**config.mk**
```make
export PLATFORM = sky130hd
export DESIGN_NAME = conv_encoder_sys
export DESIGN_NICKNAME = d
export VERILOG_FILES = /design/src/rtl/conv_encoder_sys.sv
export SDC_FILE = /design/constraint.sdc
export NUM_CORES = 1
export LEC_CHECK = 0
export BUFFER_PORTS_ARGS = -buffer_cell sky130_fd_sc_hd__buf_2
export CAP_MARGIN = 20
export CORE_ASPECT_RATIO = 0.9
export CORE_UTILIZATION = 50
export CTS_CLUSTER_SIZE = 25
export DETAILED_ROUTE_END_ITERATION = 10
export PLACE_DENSITY = 0.69
export SKIP_CTS_REPAIR_TIMING = 1
export SYNTH_ARGS = -nofsm -noshare
export SYNTH_HDL_FRONTEND = slang
export SYNTH_SLANG_ARGS = --single-unit
export TNS_END_PERCENT = 10
```
**constraint.sdc**
```tcl
create_clock -name clk -period 2.7 [get_ports clk]
set_clock_uncertainty 0.2 [all_clocks]
set_input_delay 0.135 -clock clk [delete_from_list [all_inputs] [get_ports clk]]
set_output_delay 0.135 -clock clk [all_outputs]
set_load 0.01 [all_outputs]
```
**src/rtl/conv_encoder_sys.sv**
```systemverilog
// rtl/conv_encoder_sys.sv - rate-1/2 feedforward convolutional encoder, K=3..7, zero-tail terminated
module conv_encoder_sys #(
  parameter int MAX_K = 7
) (
  input  logic       clk,
  input  logic       rst,
  input  logic [2:0] choose_constraint_length,
  input  logic       start,
  input  logic       data_in,
  input  logic       data_valid,
  input  logic       data_last,
  output logic       data_ready,
  output logic [1:0] encoded_bits,
  output logic       encoded_valid,
  output logic       busy,
  output logic       done
);

  localparam logic [1:0] IDLE  = 2'd0;
  localparam logic [1:0] RUN   = 2'd1;
  localparam logic [1:0] FLUSH = 2'd2;

  logic [1:0]       state;
  logic [2:0]       k_reg;
  logic [2:0]       tail_cnt;
  logic [MAX_K-2:0] sr;
  logic [MAX_K-2:0] sr_next;
  logic [MAX_K-1:0] g0;
  logic [MAX_K-1:0] g1;
  logic [MAX_K-1:0] msb_pos;
  logic [MAX_K-1:0] win;
  logic             enc_bit;
  logic [1:0]       sym;

  always_comb begin
    g0 = MAX_K'(7'o7);
    g1 = MAX_K'(7'o5);
    case (k_reg)
      3'd4: begin g0 = MAX_K'(7'o15);  g1 = MAX_K'(7'o17);  end
      3'd5: begin g0 = MAX_K'(7'o23);  g1 = MAX_K'(7'o35);  end
      3'd6: begin g0 = MAX_K'(7'o53);  g1 = MAX_K'(7'o75);  end
      3'd7: begin g0 = MAX_K'(7'o171); g1 = MAX_K'(7'o133); end
      default: begin g0 = MAX_K'(7'o7); g1 = MAX_K'(7'o5); end
    endcase
  end

  // sr[K-2] holds the most recent bit and sr[0] the oldest, so the window is sr with the new bit on top.
  assign msb_pos = MAX_K'(1) << (k_reg - 3'd1);
  assign enc_bit = (state == RUN) ? data_in : 1'b0;
  assign win     = {1'b0, sr} | (enc_bit ? msb_pos : '0);
  assign sym     = {^(win & g0), ^(win & g1)};
  assign sr_next = (sr >> 1) | (enc_bit ? msb_pos[MAX_K-1:1] : '0);

  assign data_ready = (state == RUN);
  assign busy       = (state != IDLE);

  always_ff @(posedge clk) begin
    if (rst) begin
      state         <= IDLE;
      k_reg         <= 3'd3;
      tail_cnt      <= 3'd0;
      sr            <= '0;
      encoded_bits  <= 2'b00;
      encoded_valid <= 1'b0;
      done          <= 1'b0;
    end else begin
      encoded_bits  <= 2'b00;
      encoded_valid <= 1'b0;
      done          <= 1'b0;
      case (state)
        IDLE: begin
          if (start) begin
            sr    <= '0;
            k_reg <= (choose_constraint_length < 3'd3) ? 3'd3 : choose_constraint_length;
            state <= RUN;
          end
        end
        RUN: begin
          if (data_valid) begin
            sr            <= sr_next;
            encoded_bits  <= sym;
            encoded_valid <= 1'b1;
            if (data_last) begin
              tail_cnt <= k_reg - 3'd1;
              state    <= FLUSH;
            end
          end
        end
        FLUSH: begin
          sr            <= sr_next;
          encoded_bits  <= sym;
          encoded_valid <= 1'b1;
          tail_cnt      <= tail_cnt - 3'd1;
          if (tail_cnt == 3'd1) begin
            done  <= 1'b1;
            state <= IDLE;
          end
        end
        default: state <= IDLE;
      endcase
    end
  end

endmodule
```
### Word level (Yosys, flattened, before mapping)

Index checks and enable logic that the tools add are counted.

| operators by class | value |
|---|---|
| add/sub/neg operators | 2 |
| order comparisons | 1 |
| equality and inequality tests | 11 |
| shifts and indexed selects | 1 |
| muxes and demuxes | 22 |
| bitwise operators | 5 |
| reductions and logical operators | 11 |

Operators by type and width:

| cell | count |
|---|---|
| $pmux W7 S4 | 2 |
| $mux W6 | 3 |
| $pmux W6 S3 | 1 |
| $and A7 B7 Y7 | 2 |
| $reduce_xor A7 Y1 | 2 |
| $eq A3 B3 Y1 const B | 4 |
| $mux W2 | 5 |
| $mux W3 | 3 |
| $ne A2 B2 Y1 const B | 4 |
| $mux W7 | 1 |
| $or A6 B7 Y7 | 1 |
| $shl A1 B3 Y7 const A | 1 |
| $or A5 B6 Y6 | 1 |
| $pmux W2 S3 | 1 |
| $pmux W3 S2 | 1 |
| $reduce_and A3 Y1 | 2 |
| $sub A3 B1 Y3 const B | 2 |
| $pmux W2 S2 | 1 |
| $reduce_and A4 Y1 | 1 |
| $reduce_bool A2 Y1 | 2 |
| $eq A3 B1 Y1 const B | 1 |
| $lt A3 B2 Y1 const B | 1 |
| $mux W1 | 3 |
| $reduce_bool A3 Y1 | 1 |
| 7 further kinds | 7 |

| storage, ports and cells | value |
|---|---|
| register bits | 18 |
| bits of input ports | 9 |
| output and inout bits | 6 |

### Logic depth before layout (Yosys ltp)

| depth | value |
|---|---|
| word-level depth | 8 |
| mapped depth | 9 |
| gate-level depth less buffers | 8 |

### Least setup slack after synthesis

OpenSTA, ideal clock, no wires.

| timing path | value |
|---|---|
| kind | flip-flop to flip-flop |
| start point | reg state[1] |
| end point | reg encoded_bits[1] |
| data arrival time | 1895 ps |
| data required time | 2428 ps |
| setup slack | 534 ps |
| cell stages (with the launch flop) | 10 |
| buffers on the path | 1 |
| clock period less this slack | 2166 ps |
| cells stage by stage | dfxtp_1 -> inv_1 -> ha_1 -> and2_4 -> buf_6 -> o211ai_1 -> a32o_1 -> xnor2_1 -> xnor2_1 -> mux2i_1 |

| on the way | value |
|---|---|
| word-level cells in the longest chain between the ends | 8 |
| elaborated cells on any way between the ends | 9 |
| those cells by class | eq/ne: 2; mux: 4; bitwise: 2; reduce/logical: 1 |

Ends and longest elaborated chain:

| element | RTL line | text |
|---|---|---|
| from (decl) | 23 | `logic [1:0] state;` |
| from (signal assigned) | 59 | `state <= IDLE;` |
| from (signal assigned) | 75 | `state <= RUN;` |
| from (signal assigned) | 85 | `state <= FLUSH;` |
| $eq A2 B1 Y1 (*) | n/a |  |
| net data_ready | 12 | `output logic data_ready,` |
| $mux W1 | 49 | `assign enc_bit = (state == RUN) ? data_in : 1'b0;` |
| $mux W7 | 50 | `assign win = {1'b0, sr} \| (enc_bit ? msb_pos : '0);` |
| $or A6 B7 Y7 | 50 |  |
| $and A7 B7 Y7 | 51 | `assign sym = {^(win & g0), ^(win & g1)};` |
| $reduce_xor A7 Y1 | 51 |  |
| $mux W2 | 79 | `if (data_valid) begin` |
| $pmux W2 S2 (*) | 70 | `case (state)` |
| to (signal assigned) | 81 | `encoded_bits <= sym;` |
| to (signal assigned) | 91 | `encoded_bits <= sym;` |
| to (decl) | 13 | `output logic [1:0] encoded_bits,` |

The timed path passes the listed nets; every way through them passes the cells marked *.
A chain may end at the register's enable or synchronous reset.

### Worst setup path after layout

| timing path | value |
|---|---|
| start point | reg k_reg[0] |
| end point | reg encoded_bits[1] |

| on the way | value |
|---|---|
| word-level cells in the longest chain between the ends | 8 |
| elaborated cells on any way between the ends | 13 |
| those cells by class | add/sub: 1; eq/ne: 4; shift: 1; mux: 4; bitwise: 2; reduce/logical: 1 |

Ends and longest elaborated chain:

| element | RTL line | text |
|---|---|---|
| from (decl) | 24 | `logic [2:0] k_reg;` |
| from (signal assigned) | 74 | `k_reg <= (choose_constraint_length < 3'd3) ? 3'd3 : choose_constraint_length;` |
| $sub A3 B1 Y3 | 48 | `assign msb_pos = MAX_K'(1) << (k_reg - 3'd1);` |
| $shl A1 B3 Y7 | 48 |  |
| $mux W7 | 50 |  |
| $or A6 B7 Y7 | 50 |  |
| $and A7 B7 Y7 (*) | 51 |  |
| $reduce_xor A7 Y1 (*) | 51 |  |
| $mux W2 | 79 |  |
| $pmux W2 S2 (*) | 70 |  |

Mark *: on every way between the ends. The rest lies on a longest branch, timed or not.

==> results.cfg <==
[cells_and_area]
largest_register_ffs = 6
drive_gt1_share_pct = 14.1
nets = 221
area_growth_pct = 11.7
design_area_um2 = 1600
fin_cells = 238
fin_util_pct = 58.9
antenna_cells = 0

[worst_setup_path]
path_class = register to register
start_kind = register
critPathCaptureType = register
r2r_setup_slack_ns = 0.25
crit_arrival_ns = 2.46
crit_fanout = 7
reg2reg_from = k_reg[0]
crit_required_ns = 2.71
rr_endpoint = encoded_bits[1]
r2r_cells = 8

[status]
violations = negative hold slack
outcome = finished, violations left

[clocking]
clock_latency_ns = 0.31
cts_sinks = 18
cts_buffers = 3
htreeDepth = 1
cts_tree = built
cts.clk_slew.worst_paths_ns = 0.12
root_buffer = clkbuf_4
clock_path_buffers = 2

[timing]
rsz0062_at_grt = no
maxSlewHeadroom_pct = 57.5
finalSetupViolations = 0
hold_viol = 3
fin_crit_sh_pct = 90.7
slew_viol_final = 0
fmax_mhz = 408
worst_pin_slew_ns = 0.636
setup-tns-final_ns = 0
layout_min_cycle_time_ns = 2.45
hold_slack_ns = -0.0214

[synth]
avgSynthCellArea_um2 = 7.81
synth_top_area_share_pct = 25.1
synth_area_leaders = dfxtp_1, ha_1, a21oi_1
yosysWarnings = 0
synth_commonest_cells = nor2_1, a21oi_1, dfxtp_1
synth_ff_type = dfxtp_1
yosysTopAreaCell = dfxtp_1
synthCells = 184
yosysUniqueCellTypes = 48
ys_seq_elements = 18
synthArstFlopShare_pct = 0
seq_area_frac_synth_pct = 25.1
syn_nets = 206
synth_area_um2 = 1440
synth_edf_count = 0
synth_most_common_cell = nor2_1

[drt]
dr.pass1.iters = 4
drtIter0Drc = 38
vias = 1354
wl_um = 3350
drc_errors = 0
wl_per_cell_um = 14.1
avgViaCountPerCell = 5.69
ant_nets = 0

[floorplanning]
io_pins = 15
die_area_um2 = 3090
num_rows = 18
initial_core_util_pct = 52.7
die_x_um = 58.5
core_um2 = 2730
dieHeight_um = 52.8

[placement]
dp_hpwl_um = 2450
dp.cells = 229
gp_congestion = 0.902
io_buffer_count = 14
place_area_um2 = 1520

[grt]
grt_pass1_vias = 1237
grt_pass1_wl_um = 5520
track_usage_pct = 23.8
grt_max_degree = 17
antenna_found_initial = 0
grt.overflow.total = 0

[power]
power_frac_seq_pct = 34.3
comb_power_share_pct = 46.3
internal_power_uw = 540
p_sw_uw = 389
power_density_nw_per_um2 = 579
irDropWorstVdd_mv = 0.406
leakagePower_uw = 0.000627
clkPwrFrac_pct = 19.4
swShare_pct = 41.9
finalPower_uw = 929

[hold_path]
min_path_cells = 3
min_to = k_reg[0]
hp-start = start
min_path_type = input pin to register

[flow_run]
drv_cap = 0
==> area by class of cell <==
class	count	area [um2]
flip-flops and latches	18	360
inverters	12	45.0
repair buffers	21	135
fillers	243	1120
clock buffers	4	36.3
multi-input cells	143	977
well taps	40	50.0
==> per-layer routing <==
layer / part of all wire (%) / global-route usage (%) / wire (um) / vias up
li1: - / - / - / 680
met1: 45 / 27.5 / 1510 / 629
met2: 49 / 42.9 / 1630 / 37
met3: 4.4 / 5.19 / 146 / 8
met4: 1.8 / 9.13 / 61 / 0
met5: 0 / 0 / 0 / -
==> cell families after synthesis <==
group	count (synthesis)	synth area share, %
adder cells (fa/ha/maj)	13	11.3
multiplexers	3	2.18
buffers and inverters	23	6.88
flip-flops	18	25.1
AO/OA/AOI/OAI	54	25.5
AND/OR/NAND/NOR	67	24.3
XOR/XNOR	6	4.70
==> worst max path at each step <==
stage / from / endpoint / slack (ns) / depth (start not counted)
after floorplan: state[1] / encoded_bits[1] / 0.53 / 9
after detailed placement: k_reg[0] / encoded_bits[1] / 0.29 / 8
after global placement: state[1] / encoded_bits[1] / 0.41 / 8
after CTS: k_reg[0] / encoded_bits[1] / 0.26 / 8
final: k_reg[0] / encoded_bits[1] / 0.25 / 8
after global routing: k_reg[0] / encoded_bits[1] / 0.03 / 8
==> cell usage in the layout, fill, tap and decap left out, types with 4 or more instances in the layout <==
master	Yosys	final
nor2_1	21	21
a21oi_1	20	20
dfxtp_1	18	18
buf_2	4	14
ha_1	13	13
inv_1	12	12
nand2_1	12	12
nor3b_1	5	5
o21ai_0	5	5
dlygate4sd3_1	0	5
a31oi_1	4	4
nand4_1	4	4
nand3_1	4	4
nor3_1	4	4
xnor2_1	4	4
nor2b_1	4	4
==> stage by stage <==
step | worst slack [ns] | hold WS [ns]
floorplan | 0.534 | 0.00407
global placement | 0.414 | 0.180
detailed placement | 0.293 | 0.201
CTS | 0.262 | -0.121
global route | 0.0310 | 0.00512
finish | 0.252 | -0.0214
==> power by group through the flow <==
| stage | clock network, uW | logic, uW | registers [uW] |
|---|---|---|---|
| after floorplan | 0 | 334 | 314 |
| after global placement | 0 | 418 | 323 |
| after detailed placement | 0 | 420 | 325 |
| after CTS | 184 | 421 | 319 |
| after global routing | 192 | 483 | 323 |
| final | 180 | 430 | 319 |
==> worst max-delay path: stages, from the launching register on <==
cell	delay [ns]
dfxtp_1	0.44
inv_1	0.11
ha_1	0.32
xnor2_2	0.41
a31oi_4	0.16
o21a_1	0.19
nor3_1	0.31
nand2b_1	0.15
mux2i_1	0.06
(Power assumes the default switching activity.)
